**src/rtl/stream_mux_4to1.sv**
```systemverilog
// Four-input valid/ready stream multiplexer with round-robin arbitration
// into a single registered output stage tagged with the source channel.
module stream_mux_4to1 #(
  parameter int unsigned WIDTH = 8
) (
  input  logic             clk,
  input  logic             rst_n,
  input  logic             in0_valid,
  input  logic [WIDTH-1:0] in0_data,
  output logic             in0_ready,
  input  logic             in1_valid,
  input  logic [WIDTH-1:0] in1_data,
  output logic             in1_ready,
  input  logic             in2_valid,
  input  logic [WIDTH-1:0] in2_data,
  output logic             in2_ready,
  input  logic             in3_valid,
  input  logic [WIDTH-1:0] in3_data,
  output logic             in3_ready,
  output logic             out_valid,
  output logic [WIDTH-1:0] out_data,
  input  logic             out_ready,
  output logic             out_sel0,
  output logic             out_sel1
);

  localparam int unsigned NCH  = 4;
  localparam int unsigned SELW = 2;

  logic [NCH-1:0]   valid_vec;
  logic [NCH-1:0]   ready_vec;
  logic [WIDTH-1:0] data_arr [NCH];

  logic             out_valid_q, out_valid_d;
  logic [WIDTH-1:0] out_data_q,  out_data_d;
  logic [SELW-1:0]  sel_q,       sel_d;
  logic [SELW-1:0]  ptr_q,       ptr_d;

  logic             load;
  logic             grant_any;
  logic [SELW-1:0]  grant_idx;
  logic [SELW-1:0]  scan_idx;

  assign valid_vec   = {in3_valid, in2_valid, in1_valid, in0_valid};
  assign data_arr[0] = in0_data;
  assign data_arr[1] = in1_data;
  assign data_arr[2] = in2_data;
  assign data_arr[3] = in3_data;
  assign {in3_ready, in2_ready, in1_ready, in0_ready} = ready_vec;

  // Round-robin search starting at ptr; rst_n gating keeps readys low in reset.
  always_comb begin
    load      = !out_valid_q || out_ready;
    grant_any = 1'b0;
    grant_idx = ptr_q;
    scan_idx  = ptr_q;
    for (int unsigned i = 0; i < NCH; i++) begin
      scan_idx = ptr_q + SELW'(i);
      if (!grant_any && valid_vec[scan_idx]) begin
        grant_any = 1'b1;
        grant_idx = scan_idx;
      end
    end
    grant_any = grant_any && load && rst_n;
    ready_vec = '0;
    if (grant_any) begin
      ready_vec[grant_idx] = 1'b1;
    end
  end

  // Output stage: drain and refill in the same edge; empties when nothing is granted.
  always_comb begin
    out_valid_d = out_valid_q;
    out_data_d  = out_data_q;
    sel_d       = sel_q;
    ptr_d       = ptr_q;
    if (load) begin
      if (grant_any) begin
        out_valid_d = 1'b1;
        out_data_d  = data_arr[grant_idx];
        sel_d       = grant_idx;
        ptr_d       = grant_idx + SELW'(1);
      end else begin
        out_valid_d = 1'b0;
      end
    end
  end

  always_ff @(posedge clk or negedge rst_n) begin
    if (!rst_n) begin
      out_valid_q <= 1'b0;
      out_data_q  <= '0;
      sel_q       <= '0;
      ptr_q       <= '0;
    end else begin
      out_valid_q <= out_valid_d;
      out_data_q  <= out_data_d;
      sel_q       <= sel_d;
      ptr_q       <= ptr_d;
    end
  end

  assign out_valid = out_valid_q;
  assign out_data  = out_data_q;
  assign out_sel0  = sel_q[0];
  assign out_sel1  = sel_q[1];

endmodule
```
**config.mk**
```make
export PLATFORM = sky130hd
export DESIGN_NAME = stream_mux_4to1
export DESIGN_NICKNAME = d
export VERILOG_FILES = /design/src/rtl/stream_mux_4to1.sv
export SDC_FILE = /design/constraint.sdc
export NUM_CORES = 1
export LEC_CHECK = 0
export BUFFER_PORTS_ARGS = -buffer_cell sky130_fd_sc_hd__buf_2
export CELL_PAD_IN_SITES_DETAIL_PLACEMENT = 0
export CELL_PAD_IN_SITES_GLOBAL_PLACEMENT = 1
export CORE_MARGIN = 3
export CORE_UTILIZATION = 30
export DETAILED_ROUTE_END_ITERATION = 12
export GPL_TIMING_DRIVEN = 0
export PLACE_DENSITY_LB_ADDON = 0.1
export SYNTH_ARGS = -nofsm -noshare
export SYNTH_HDL_FRONTEND = slang
export SYNTH_SLANG_ARGS = --single-unit
```
**constraint.sdc**
```tcl
create_clock -name clk -period 2.1 [get_ports clk]
set_input_delay 0.315 -clock clk [delete_from_list [all_inputs] [get_ports clk]]
set_output_delay 0.315 -clock clk [all_outputs]
set_load 0.01 [all_outputs]
```
==> out/qor.csv, run 1 <==
metric,value,unit
status,finished clean,
synthCells,65,
fp.dieArea,3370,µm²
synthesis.nets,104,
finalCritPeriodShare,95.1,%
root_buffer,clkbuf_4,
cts_tree,yes,
cts_sinks,13,
clock_latency,270,ps
synth_top_area_share,40.1,%
synth_ff_type,dfrtp_1,
required,2270,ps
die_y,58.0,µm
crit_path_top_delay_cell,mux4_2,
clock_path_buffers,2,
synth_edf_count,0,
slowest_delay,490,ps
cts_buffers,3,
grt_max_degree,14,
synth_seq_cells,13,
yosysWarningCount,0,
fmax,501,MHz
worstPathCellList,"nor2b_1, a2111o_1, nand2_4, buf_12, mux4_2, mux2_2",
power.density,1080,nW/µm²
criticalPathCategory,reg2reg,
r2r-end,out_data[1],
holdPathStages,2,
seq_area_frac_synth,40.1,%
start_util,32.2,%
drt_iter0_markers,11,
wl_per_cell,12.9,µm
routabilityCongestion,0.616,
grt_pass1_wl,3080,µm
cp-end-kind,register,
hold_path.class,in2reg,
vias,780,
async_flop_share,100,%
synth_area_leaders,"dfrtp_1 40%, mux4_2 22%, mux2_2 8.3%",
rr_worst_depth,6,
setup_tns,0,ps
design.portCount,54,
synth_cell_types,23,
fin_total_pwr,1.33,mW
clk_pin_slew,80,ps
drt-total-wl,2090,µm
hpwlAfterDp,1580,µm
num_rows,18,
setup_viol,0,
die_w,58.0,µm
min_to,out_valid,
rsz0062_at_grt,no,
dp.cells,148,
fin_nets,172,
dr.pass1.iters,2,
finalInstanceArea,1230,µm²
areaGrowthSynthToFinish,52.1,%
min_period,2000,ps
grt_overflow,0,
worstReg2RegStart,ptr_q[0],
cap_violations,0,
postRouteAntennaNets,0,
first_global_vias,668,
tightest_slew,637,ps
critPathLaunchType,register,
slew_viol_final,0,
vdd_drop_max,583,µV
cp_max_fo,7,
r2r_slack,100,ps
drc,0,
synth.avg_cell_area,12.5,µm²
track_usage,12.1,%
critPathArrivalTime,2160,ps
synth.most_common_cell,dfrtp_1,
coreArea,2520,µm²
htree_levels,1,
finalHoldViolations,0,
routed_via_density,4.81,
antenna_found_initial,0,
leakagePower,0.623,nW
port_buffers,53,
finalClockSkew,3.19,ps
synth_common_cells,"13 x dfrtp_1, 8 x mux4_2, 7 x nor2_1",
drive_above_1_share,65.9,%
fin_cells,162,
min_from,out_ready,
place_area,1110,µm²
diodes,0,
final_core_util,49.0,%
syn-cell-area,812,µm²
synth_top_area_cell,dfrtp_1,
slew_headroom,57.4,%
-- how the worst max path moves through the flow --
stage / startpoint / endpoint / slack (ps) / cells after the start
2_1_floorplan: in0_valid / out_data[6] / 140 / 5
3_3_place_gp: rst_n / in0_ready / -100 / 7
3_5_place_dp: rst_n / in0_ready / -90 / 7
4_1_cts: ptr_q[1] / in3_ready / 20 / 7
5_1_grt: ptr_q[0] / in1_ready / 4 / 7
6_report: ptr_q[0] / out_data[1] / 100 / 6
-- state kept, by name, indices dropped and copies added (netlist names) --
register / flops
out_data: 8
out_valid: 1
ptr_q: 2
sel_q: 2
-- where the power goes --
| part | internal [mW] | switching (mW) |
|---|---|---|
| clock network | 0.0736 | 0.0824 |
| registers | 0.364 | 0.0691 |
| logic | 0.441 | 0.302 |
| total | 0.879 | 0.454 |
-- worst max-delay path: cells and delay by family (launching register included) --
| family | cells | cell delay, ps |
|---|---|---|
| and+or+nand+nor | 2 | 170 |
| buffers and inverters | 1 | 130 |
| DFF | 1 | 390 |
| muxes | 2 | 760 |
| AOI/OAI and AO/OA | 1 | 430 |
-- metrics by stage --
step                setup WS (ps)  hold slack, ps
global placement            -96.4             237
CTS                          18.6             239
floorplan                     139            19.4
global route                 4.30             251
detailed placement          -92.2             240
finish                        103             248
-- layout by cell type, fill, tap and decap left out, types with 2 or more instances in the layout --
cell	netlist	routed
buf_4	0	9
mux2_4	2	2
nand2_1	2	2
clkbuf_4	0	3
buf_2	2	54
nor2b_1	3	3
mux4_2	8	8
a21oi_1	3	3
dfrtp_1	13	12
inv_1	4	4
mux2_2	6	6
nor2_1	7	7
o21ai_0	3	3
-- timing repair --
action	4_1_cts	5_1_grt
setup endpoints to repair	4	12
pin swaps	0	2
resized for setup	1	1
buffers inserted	1	8
hold endpoints to repair	13	0
hold buffers	1	0
-- cell families (layout without fill, tap and decap cells) --
kind of cell              after synthesis  after routing  share of synthesized area, %
muxes                                  17             17                          35.6
xor gates and xnor gates                1              1                          1.08
AOI/OAI and AO/OA                      12             12                          10.0
buffers and inverters                   6             73                          3.08
and+or+nand+nor                        16             16                          10.2
DFF                                    13             13                          40.1
-- routing by layer --
layer / part of all wire [%] / up-vias / track usage, %
met4: 0.86 / 0 / 3.97
met5: 0 / - / 0
li1: - / 379 / -
met3: 8.5 / 2 / 4.45
met1: 40 / 370 / 16.7
met2: 50 / 29 / 17.6
-- area by class of cell --
cell class	instances	area, µm²
Buffer	2	12.5
Clock buffer	4	26.3
Fill cell	260	1290
Inverter	4	15.0
Multi-Input combinational cell	46	462
Sequential cell	13	327
Tap cell	30	37.5
Timing Repair Buffer	63	355
No activity file was read; power rests on OpenSTA's default activity.
==> run 2: changes to the inputs <==
clock period = 2 ns   (was 2.1 ns; I/O delays follow)
==> run 2 against run 1 <==
Compared with the run above: clock-buffer cell count unchanged; critical path depth fell by 2; sequential share of layout area is 0.27 points lower; utilization up 0.50 points; sequential power is 5.5% higher; cell count is 0.62% lower; non-clock buffer count down 2; via count shrank 0.26%; highest routed layer unchanged.
==> out/qor.csv, run 2 (synthesized netlist as in run 1, its figures left out) <==
metric,value,unit,change
status,finished clean,,
switching_share,34.9,%,+0.89 points
wl_per_cell,13.4,µm,+3.6%
required,2170,ps,-100 ps
drt_iter0_markers,12,,+1
grt_max_degree,14,,unchanged
finalCritPeriodShare,99.1,%,+4.0 points
cp_max_fo,6,,-1
path_buf_inv,0,,-1
cts_buffers,3,,unchanged
coreArea,2520,µm²,unchanged
hpwlAfterDp,1580,µm,unchanged
vdd_drop_max,602,µV,+3.2%
tightest_slew,640,ps,+3.39 ps
internal_power,0.931,mW,+6.0%
slowest_delay,520,ps,+30 ps
fill_cells,254,,-2.3%
drive_above_1_share,67.2,%,+1.3 points
areaGrowthSynthToFinish,53.6,%,
antenna_found_initial,0,,unchanged
fin_nets,171,,-0.58%
htree_levels,1,,unchanged
grt_pass1_wl,3340,µm,+8.5%
finalInstanceArea,1250,µm²,+1.0%
post-place-ws,-175,ps,-83.1 ps
fmax,505,MHz,+0.77%
combPwrFrac,56.4,%,+0.6 points
clock_latency,280,ps,about the same
die_y,58.0,µm,unchanged
leakagePower,0.637,nW,+2.1%
criticalPathCategory,reg2reg,,
final_cell_mix,"54 x buf_2, 12 x dfrtp_1, 8 x mux4_2",,
clock_path_buffers,2,,unchanged
vias,778,,-0.26%
routed_via_density,4.83,,+0.36%
cp-end-kind,register,,
place_area,1110,µm²,unchanged
grt_overflow,0,,unchanged
power.density,1150,nW/µm²,+6.3%
multi_input_area,498,µm²,+7.9%
finalHoldViolations,0,,unchanged
hold_path.class,in2reg,,
worstPathCellList,"a2111o_1, nand2_4, mux4_2, mux2_4",,
fin_total_pwr,1.43,mW,+7.4%
largest_register_ffs,8,,unchanged
num_rows,18,,unchanged
cts_tree,yes,,
finalClockSkew,5.03,ps,+1.84 ps
register_area,327,µm²,unchanged
track_usage,13.3,%,+1.2 points
switchingPower,0.500,mW,+10%
die_w,58.0,µm,unchanged
min_period,1980,ps,-15.2 ps
crit_path_top_delay_cell,mux4_2,,
setup_viol,0,,unchanged
routabilityCongestion,0.616,,unchanged
start_util,32.2,%,unchanged
critPathLaunchType,register,,
first_global_vias,708,,+6.0%
clockPowerShare,11.6,%,about the same
dr.pass1.iters,2,,unchanged
worstReg2RegStart,ptr_q[1],,
clk_pin_slew,90,ps,about the same
design.portCount,54,,unchanged
worst_slack,18.3,ps,-84.8 ps
cpLargestDelayFamily,multiplexers,,
critPathArrivalTime,2150,ps,about the same
layout_commonest_cell,buf_2,,
critical_path.startpoint,ptr_q[1],,
drc,0,,unchanged
cts_sinks,13,,unchanged
slew_headroom,57.2,%,-0.23 points
root_buffer,clkbuf_4,,
pwr-share-seq,32.0,%,-0.5 points
slew_viol_final,0,,unchanged
min_from,out_ready,,
port_buffers,53,,unchanged
diodes,0,,unchanged
fp.dieArea,3370,µm²,unchanged
postRouteAntennaNets,0,,unchanged
setup_tns,0,ps,unchanged
drt-total-wl,2150,µm,+3.0%
cap_violations,0,,unchanged
rsz0062_at_grt,yes,,
-- run 2: power by group through the flow --
stage          clock network (mW)  logic (mW)  registers [mW]
6_report                    0.166       0.807           0.457
5_1_grt                     0.186       0.881           0.474
4_1_cts                     0.173       0.770           0.452
3_5_place_dp                    0       0.667           0.457
3_3_place_gp                    0       0.658           0.454
2_1_floorplan                   0       0.398           0.501
-- run 2: path summary, 6_finish.rpt --
| check | end | slack [ps] | cells after the start |
|---|---|---|---|
| setup / recovery | out_data[5] | 20 | 4 |
| hold / removal | out_valid | 230 | 2 |
| setup reg to reg | out_data[5] | 20 | 4 |
| hold reg to reg | sel_q[0] | 490 | 1 |
| max in group asynchronous | ptr_q[1] | 970 | 2 |
| min in group asynchronous | out_valid | 580 | 2 |
-- run 2: per-stage QoR --
stage                     hold WS [ps]  instances  utilization, %
after detailed placement           225        148            44.2
after CTS                          224        158            48.1
after global routing               236        161            49.5
after global placement             222        148            44.2
after floorplan                   4.41         65               -
final                              229        161            49.5
-- run 2: cell type report --
| cell class | count | area share, % |
|---|---|---|
| plain buffers | 2 | 1.30 |
| flip-flops and latches | 13 | 26.2 |
| clock buffers | 4 | 2.11 |
| multi-input cells | 47 | 39.9 |
| repair buffers | 61 | 26.3 |
| well taps | 30 | 3.01 |
| inverters | 4 | 1.20 |
-- run 2: timing repair --
item                                    in CTS  in global routing
resized for setup                            7                  4
hold buffers                                 1                  0
endpoints found under the hold margin       13                  0
setup buffers                                4                  3
cloned                                       1                  0
endpoints found under the setup margin      12                 12
pin swaps                                    4                  3
-- run 2: routing by layer --
layer	vias up	share of wire [%]	track usage [%]
li1	379	-	-
met1	368	41	18.4
met2	29	50	19.7
met3	2	8.3	4.45
met4	0	0.88	3.97
met5	-	0	0
